<file path="src/rtl/fwd_pkg.sv">
// Shared encodings and parameter limits for the forwarding/hazard unit and its scoreboard.
package fwd_pkg;

  localparam logic [1:0] FW_RF  = 2'b00;
  localparam logic [1:0] FW_WB  = 2'b01;
  localparam logic [1:0] FW_MEM = 2'b10;
  localparam logic [1:0] FW_EX  = 2'b11;

  localparam int LOP_CNT_W     = 4;
  localparam int LOP_LAT_MIN   = 2;
  localparam int LOP_LAT_MAX   = 15;
  localparam int LOP_SLOTS_MIN = 1;
  localparam int LOP_SLOTS_MAX = 8;

  function automatic logic lop_lat_ok(input int lat);
    return (lat >= LOP_LAT_MIN) && (lat <= LOP_LAT_MAX);
  endfunction

  function automatic logic lop_slots_ok(input int slots);
    return (slots >= LOP_SLOTS_MIN) && (slots <= LOP_SLOTS_MAX);
  endfunction

endpackage

</file>
<file path="src/rtl/lop_slot.sv">
// One scoreboard entry tracking an in-flight long-latency op from issue to write-back.
module lop_slot
  import fwd_pkg::*;
#(
  parameter int NB_ADDR = 5,
  parameter int LOP_LAT = 4
) (
  input  logic                 clk,
  input  logic                 i_rst,
  input  logic                 alloc,
  input  logic [NB_ADDR-1:0]   rd_in,
  input  logic                 halt,
  output logic                 valid,
  output logic [NB_ADDR-1:0]   rd,
  output logic [LOP_CNT_W-1:0] count,
  output logic                 wb
);

  // Loaded with LAT-1 so the slot is visible for LAT-1 cycles and the
  // write-back lands on issue + LAT-1.
  localparam logic [LOP_CNT_W-1:0] CNT_LOAD = LOP_CNT_W'(LOP_LAT - 1);

  logic                 valid_q, valid_d;
  logic [NB_ADDR-1:0]   rd_q, rd_d;
  logic [LOP_CNT_W-1:0] count_q, count_d;

  // next-state: allocate, count down, retire at count 1; freeze on halt
  always_comb begin
    valid_d = valid_q;
    rd_d    = rd_q;
    count_d = count_q;
    if (halt) begin
      valid_d = valid_q;
    end else if (alloc) begin
      valid_d = 1'b1;
      rd_d    = rd_in;
      count_d = CNT_LOAD;
    end else if (valid_q) begin
      if (count_q == LOP_CNT_W'(1)) begin
        valid_d = 1'b0;
        count_d = '0;
      end else begin
        count_d = count_q - LOP_CNT_W'(1);
      end
    end else begin
      count_d = '0;
    end
  end

  // slot state register
  always_ff @(posedge clk) begin
    if (i_rst) begin
      valid_q <= 1'b0;
      rd_q    <= '0;
      count_q <= '0;
    end else begin
      valid_q <= valid_d;
      rd_q    <= rd_d;
      count_q <= count_d;
    end
  end

  assign valid = valid_q;
  assign rd    = rd_q;
  assign count = count_q;
  assign wb    = valid_q && (count_q == LOP_CNT_W'(1)) && !halt;

endmodule

</file>
<file path="src/rtl/fwd_hazard_unit.sv">
// ID-stage operand forwarding, load-use detection and long-op scoreboard driving the stall line.
module fwd_hazard_unit
  import fwd_pkg::*;
#(
  parameter int NB_ADDR   = 5,
  parameter int NB_FW     = 2,
  parameter int N_SRC     = 2,
  parameter int LOP_SLOTS = 2,
  parameter int LOP_LAT   = 4
) (
  input  logic                     clk,
  input  logic                     i_rst,
  input  logic                     i_halt,
  input  logic [N_SRC*NB_ADDR-1:0] i_src_addr,
  input  logic [N_SRC-1:0]         i_src_used,
  input  logic [NB_ADDR-1:0]       i_ex_rd,
  input  logic [NB_ADDR-1:0]       i_mem_rd,
  input  logic [NB_ADDR-1:0]       i_wb_rd,
  input  logic                     i_ex_wr,
  input  logic                     i_mem_wr,
  input  logic                     i_wb_wr,
  input  logic                     i_ex_load,
  input  logic                     i_lop_issue,
  input  logic [NB_ADDR-1:0]       i_lop_rd,
  output logic [N_SRC*NB_FW-1:0]   o_fw_sel,
  output logic                     o_stall,
  output logic                     o_lop_full,
  output logic                     o_lop_wb_valid,
  output logic [NB_ADDR-1:0]       o_lop_wb_rd
);

  if (!lop_lat_ok(LOP_LAT) || !lop_slots_ok(LOP_SLOTS)) begin : g_bad_param
    $error("fwd_hazard_unit: LOP_LAT or LOP_SLOTS out of range");
  end

  logic [NB_ADDR-1:0]   src_a      [N_SRC];
  logic [NB_ADDR-1:0]   slot_rd    [LOP_SLOTS];
  logic [LOP_CNT_W-1:0] slot_count [LOP_SLOTS];
  logic [LOP_SLOTS-1:0] slot_valid, slot_wb, slot_alloc;
  logic                 load_use, raw, waw, full, any_free, accept, found;
  logic [N_SRC*NB_FW-1:0] fw_sel;

  for (genvar k = 0; k < N_SRC; k++) begin : g_src
    assign src_a[k] = i_src_addr[k*NB_ADDR +: NB_ADDR];
  end

  // per-channel forward select, load-use and RAW-against-scoreboard detection
  always_comb begin
    fw_sel   = '0;
    load_use = 1'b0;
    raw      = 1'b0;
    for (int k = 0; k < N_SRC; k++) begin
      if (i_src_used[k] && (src_a[k] != '0)) begin
        if (i_ex_wr && !i_ex_load && (i_ex_rd == src_a[k])) begin
          fw_sel[k*NB_FW +: NB_FW] = NB_FW'(FW_EX);
        end else if (i_mem_wr && (i_mem_rd == src_a[k])) begin
          fw_sel[k*NB_FW +: NB_FW] = NB_FW'(FW_MEM);
        end else if (i_wb_wr && (i_wb_rd == src_a[k])) begin
          fw_sel[k*NB_FW +: NB_FW] = NB_FW'(FW_WB);
        end else begin
          fw_sel[k*NB_FW +: NB_FW] = NB_FW'(FW_RF);
        end
        if (i_ex_wr && i_ex_load && (i_ex_rd == src_a[k])) begin
          load_use = 1'b1;
        end else begin
          load_use = load_use;
        end
        for (int s = 0; s < LOP_SLOTS; s++) begin
          if (slot_valid[s] && (slot_rd[s] == src_a[k])) begin
            raw = 1'b1;
          end else begin
            raw = raw;
          end
        end
      end else begin
        fw_sel[k*NB_FW +: NB_FW] = NB_FW'(FW_RF);
      end
    end
  end

  // scoreboard issue control: WAW, full, lowest-free allocation, write-back pick
  always_comb begin
    waw            = 1'b0;
    any_free       = 1'b0;
    found          = 1'b0;
    slot_alloc     = '0;
    o_lop_wb_valid = 1'b0;
    o_lop_wb_rd    = '0;
    for (int s = 0; s < LOP_SLOTS; s++) begin
      // a slot is reusable only once both its valid bit and counter agree it is idle
      if (!slot_valid[s] && (slot_count[s] == '0)) begin
        any_free = 1'b1;
      end else begin
        any_free = any_free;
      end
      if (i_lop_issue && (i_lop_rd != '0) && slot_valid[s] && (slot_rd[s] == i_lop_rd)) begin
        waw = 1'b1;
      end else begin
        waw = waw;
      end
    end
    full   = i_lop_issue && !any_free;
    accept = i_lop_issue && !(load_use || raw || waw || full) && !i_halt;
    for (int s = 0; s < LOP_SLOTS; s++) begin
      if (accept && !found && !slot_valid[s] && (slot_count[s] == '0)) begin
        slot_alloc[s] = 1'b1;
        found         = 1'b1;
      end else begin
        slot_alloc[s] = 1'b0;
      end
    end
    for (int s = LOP_SLOTS - 1; s >= 0; s--) begin
      if (slot_wb[s]) begin
        o_lop_wb_valid = 1'b1;
        o_lop_wb_rd    = slot_rd[s];
      end else begin
        o_lop_wb_valid = o_lop_wb_valid;
      end
    end
  end

  for (genvar s = 0; s < LOP_SLOTS; s++) begin : g_slot
    lop_slot #(
      .NB_ADDR (NB_ADDR),
      .LOP_LAT (LOP_LAT)
    ) u_slot (
      .clk   (clk),
      .i_rst (i_rst),
      .alloc (slot_alloc[s]),
      .rd_in (i_lop_rd),
      .halt  (i_halt),
      .valid (slot_valid[s]),
      .rd    (slot_rd[s]),
      .count (slot_count[s]),
      .wb    (slot_wb[s])
    );
  end

  assign o_fw_sel   = fw_sel;
  assign o_lop_full = full;
  assign o_stall    = load_use || raw || waw || full;

endmodule
</file>
<file path="config.mk">
export PLATFORM = sky130hd
export DESIGN_NAME = fwd_hazard_unit
export DESIGN_NICKNAME = d
export VERILOG_FILES = /design/src/rtl/fwd_pkg.sv /design/src/rtl/lop_slot.sv /design/src/rtl/fwd_hazard_unit.sv
export SDC_FILE = /design/constraint.sdc
export NUM_CORES = 1
export LEC_CHECK = 0
export CAP_MARGIN = 15
export CORE_MARGIN = 4
export CORE_UTILIZATION = 40
export CTS_CLUSTER_SIZE = 30
export DETAILED_ROUTE_END_ITERATION = 16
export GPL_TIMING_DRIVEN = 0
export PLACE_DENSITY = 0.73
export SLEW_MARGIN = 10
export SYNTH_ARGS = -nofsm -noshare
export SYNTH_HDL_FRONTEND = slang
export SYNTH_SLANG_ARGS = --single-unit
</file>
<file path="constraint.sdc">
create_clock -name clk -period 5.97 [get_ports clk]
set_input_delay 1.4925 -clock clk [delete_from_list [all_inputs] [get_ports clk]]
set_output_delay 1.4925 -clock clk [all_outputs]
set_load 0.01 [all_outputs]
</file>
==> results of run 1 <==
[synth_stat cells, drive strengths merged (8+ instances only)]
master,count
a21oi,14
buf,8
clkbuf,9
dfxtp,20
mux2i,10
nand2,9
nand2b,17
nor2,12
nor4,8
o21ai,9
xnor2,28
xor2,32
[worst paths after layout]
kind                                to
max                        o_fw_sel[1]
min reg2reg  g_slot[1].u_slot.count[3]
min          g_slot[1].u_slot.count[3]
max reg2reg  g_slot[1].u_slot.count[1]
[cells in the final DEF (no fill, tap or decap), types with 6 or more instances in the layout]
cell type and instances:
sky130_fd_sc_hd__nand2b_1 17, sky130_fd_sc_hd__inv_1 7, sky130_fd_sc_hd__a21oi_1 14, sky130_fd_sc_hd__xnor2_1 28
sky130_fd_sc_hd__mux2i_1 10, sky130_fd_sc_hd__o21ai_0 7, sky130_fd_sc_hd__xor2_1 32, sky130_fd_sc_hd__nand3_1 6
sky130_fd_sc_hd__nor3_1 6, sky130_fd_sc_hd__dfxtp_1 20, sky130_fd_sc_hd__nor4_1 8, sky130_fd_sc_hd__nand2_1 9
sky130_fd_sc_hd__clkbuf_1 9, sky130_fd_sc_hd__clkdlybuf4s50_1 40, sky130_fd_sc_hd__nor2_1 12
[cell families after synthesis]
kind of cell	synth area share (%)
AND/OR/NAND/NOR	23.79
XOR/XNOR	26.79
AO/OA/AOI/OAI	14.41
buffers and inverters	6.313
flip-flops	20.41
multiplexers	5.102
adder cells (fa/ha/maj)	3.189
[through the flow]
step           std cells  hold WS (ns)
6_report             347        0.4878
4_1_cts              347        0.4853
3_5_place_dp         344        0.4768
5_1_grt              347        0.5044
3_3_place_gp         344        0.4727
2_1_floorplan        237        0.4573
[routing by layer]
layer	up-vias	routed length (um)
met1	851	2312
met3	13	347
met5	-	0
met4	0	137
li1	912	-
met2	60	2399
[cell type report]
type                       instances  area, um^2
timing repair buffer              40       400.4
multi-input combinational        193        1438
clock buffer                       3       41.29
inverter                           7       26.28
buffer                            17       97.59
sequential                        20       400.4
tap                               67       83.83
fill                             443        2236
[state kept, by name, indices dropped and copies added, names as in the netlist]
register,flops
g_slot.u_slot.rd,10
g_slot.u_slot.count,8
g_slot.u_slot.valid,2
[power breakdown]
part | internal [uW] | switching [uW]
clock network | 44.9 | 42.2
registers | 142 | 13.0
logic | 70.9 | 70.0
[critical path, stage by stage]
cell	delay [ns]
sky130_fd_sc_hd__clkdlybuf4s50_1	0.52
sky130_fd_sc_hd__xnor2_1	0.13
sky130_fd_sc_hd__nand3_1	0.15
sky130_fd_sc_hd__or4b_2	0.66
sky130_fd_sc_hd__a21oi_1	0.16
sky130_fd_sc_hd__clkdlybuf4s50_1	0.56
==> metrics.log, run 1 <==
INFO  metric whs_path_depth = 2
INFO  metric post_route_cells_drive_above_1_share = roughly 8.2%
INFO  metric globalplace.congestion = 0.8977
INFO  metric core.rowCount = 25
INFO  metric number_of_enable_flip_flop_cells_after_synthesis = 0
INFO  metric fin_tns_setup = 0 ns
INFO  metric min-delay-start = g_slot[1].u_slot.count[3]
INFO  metric synth-seq-area-share = between 20% and 30%
INFO  metric htree_num_levels = 1
INFO  metric final_cell_area = between 2000 and 2500 um^2
INFO  metric maximum_number_of_pins_on_one_net_before_global_route_repair = 11
INFO  metric cap_violations = 0
INFO  metric grt_use_total = ~17%
INFO  metric r2r_slack = roughly 3.6 ns
INFO  metric peakVddDrop = approximately 0.10 mV
INFO  metric dpl-instance-area = 2446 um^2
INFO  metric synth_nets = roughly 280
INFO  metric drc = 0
INFO  metric timing.max_slew.rel_slack = ~53%
INFO  metric worstReg2RegStart = g_slot[1].u_slot.count[1]
INFO  metric mean_routed_wirelength_per_cell = around 15 um
INFO  metric synth.yosys.warnings = 0
INFO  metric rsz0062_at_grt = false
INFO  metric r2r_cells = 9
INFO  metric post-place-ws = between 0.8 and 0.9 ns
INFO  metric finish.net_count = between 300 and 400
INFO  metric use_met1 = between 20% and 30%
INFO  metric clk-insertion-delay-late = 0.25 ns
INFO  metric power.leakage = around 0.00090 uW
INFO  metric period_share = 86.61%
INFO  metric worst-endpoint-arrival = around 3.7 ns
INFO  metric number_of_different_library_cells_in_the_post_synthesis_netlist = between 40 and 50
INFO  metric cts.hold.buffers_added = 0
INFO  metric grt_pass1_wl = 8556 um
INFO  metric cts_resized = 0
INFO  metric postSynthCellCount = between 200 and 250
INFO  metric hold_violations = 0
INFO  metric ws_path_type = primary input to output pin
INFO  metric antenna_left = 0
INFO  metric final.min_clock_period = slightly above 5 ns
INFO  metric insertedDiodeCount = 0
INFO  metric detail_route.vias_per_cell = roughly 5.3
INFO  metric synth_area_leaders = sky130_fd_sc_hd__dfxtp_1 (20%), sky130_fd_sc_hd__xor2_1 (14%), sky130_fd_sc_hd__xnor2_1 (13%)
INFO  metric dp_hpwl = 4010 um
INFO  metric cts.clk_slew.worst_paths = 0.07 ns
INFO  metric power_density = around 150 nW/um^2
INFO  metric ios = 52
INFO  metric coreArea = approximately 4700 um^2
INFO  metric cts-buffers-inserted = 3
INFO  metric post_cts_repair_setup_buffers = 0
INFO  metric dr_total_vias = around 1,800
INFO  metric fin_ws = roughly 0.8 ns
INFO  metric global_route_track_usage_on_met2 = 29.28%
INFO  metric post-layout-total-power = about 380 uW
INFO  metric outcome = finished clean
INFO  metric grt_use_met3 = ~3.3%
INFO  metric most_common_flop_cell_mapped_by_yosys = sky130_fd_sc_hd__dfxtp_1
INFO  metric synth.largest_area_cell = sky130_fd_sc_hd__dfxtp_1
INFO  metric timing.final.setup_violations = 0
INFO  metric number_of_antenna_violations_at_the_first_check_in_global_routing = 0
INFO  metric timing.hold.worst.class = flip-flop to flip-flop
INFO  metric cts_sinks = 20
INFO  metric clock_skew = between 0.002 and 0.0025 ns
INFO  metric ctsLongestPathBuffers = 2
INFO  metric worst_setup_path_start_kind = primary input
INFO  metric worst-slew-pin-transition = roughly 0.70 ns
INFO  metric finalMaxSlewViolations = 0
INFO  metric die_height = slightly below 80 um
INFO  metric clockRootBuffer = sky130_fd_sc_hd__clkbuf_8
INFO  metric fmax = approximately 190 MHz
INFO  metric layout-area-overhead-vs-synth = 26.79%
INFO  metric gr-max-usage-layer = met2
INFO  metric critPathCaptureType = output pin
INFO  metric synth_async_reset_ratio = 0%
INFO  metric chipWidth = roughly 80 um
INFO  metric die-area = approximately 6100 um^2
INFO  metric cts_tree = built
INFO  metric critical_path_peak_fanout = 2
INFO  metric floorplan.initialDensity = 41.54%
INFO  metric cp_data_required_time = approximately 4.5 ns
INFO  metric overflow = 0
INFO  metric syn-mean-instance-area = 8.278 um^2
INFO  metric drc_marker_count_from_the_first_detailed_route_iteration = 39
INFO  metric drt_wl_total = roughly 5200 um
INFO  metric utilization = a little over half
INFO  metric synthesis.area = 1962 um^2
INFO  metric dr.pass1.iters = 4
INFO  metric yosys_register_bits = 20
INFO  metric number_of_global_route_vias_before_repair = ~1,900
INFO  metric port_buffers = 40
INFO  metric startpoint = i_ex_rd[2]
INFO  metric post-synth-top-area-fraction = 20.41%
No activity file was read; power rests on OpenSTA's default activity.
==> run 2, diff against run 1 <==
--- a/config.mk
+++ b/config.mk
@@ -5,7 +5,7 @@
 export SDC_FILE = /design/constraint.sdc
 export NUM_CORES = 1
 export LEC_CHECK = 0
-export CAP_MARGIN = 15
+export CAP_MARGIN = 20
 export CORE_MARGIN = 4
 export CORE_UTILIZATION = 40
 export CTS_CLUSTER_SIZE = 30
==> results of run 2 <==
Same layout as run 1: the final DEF is identical, and so are final timing and power.
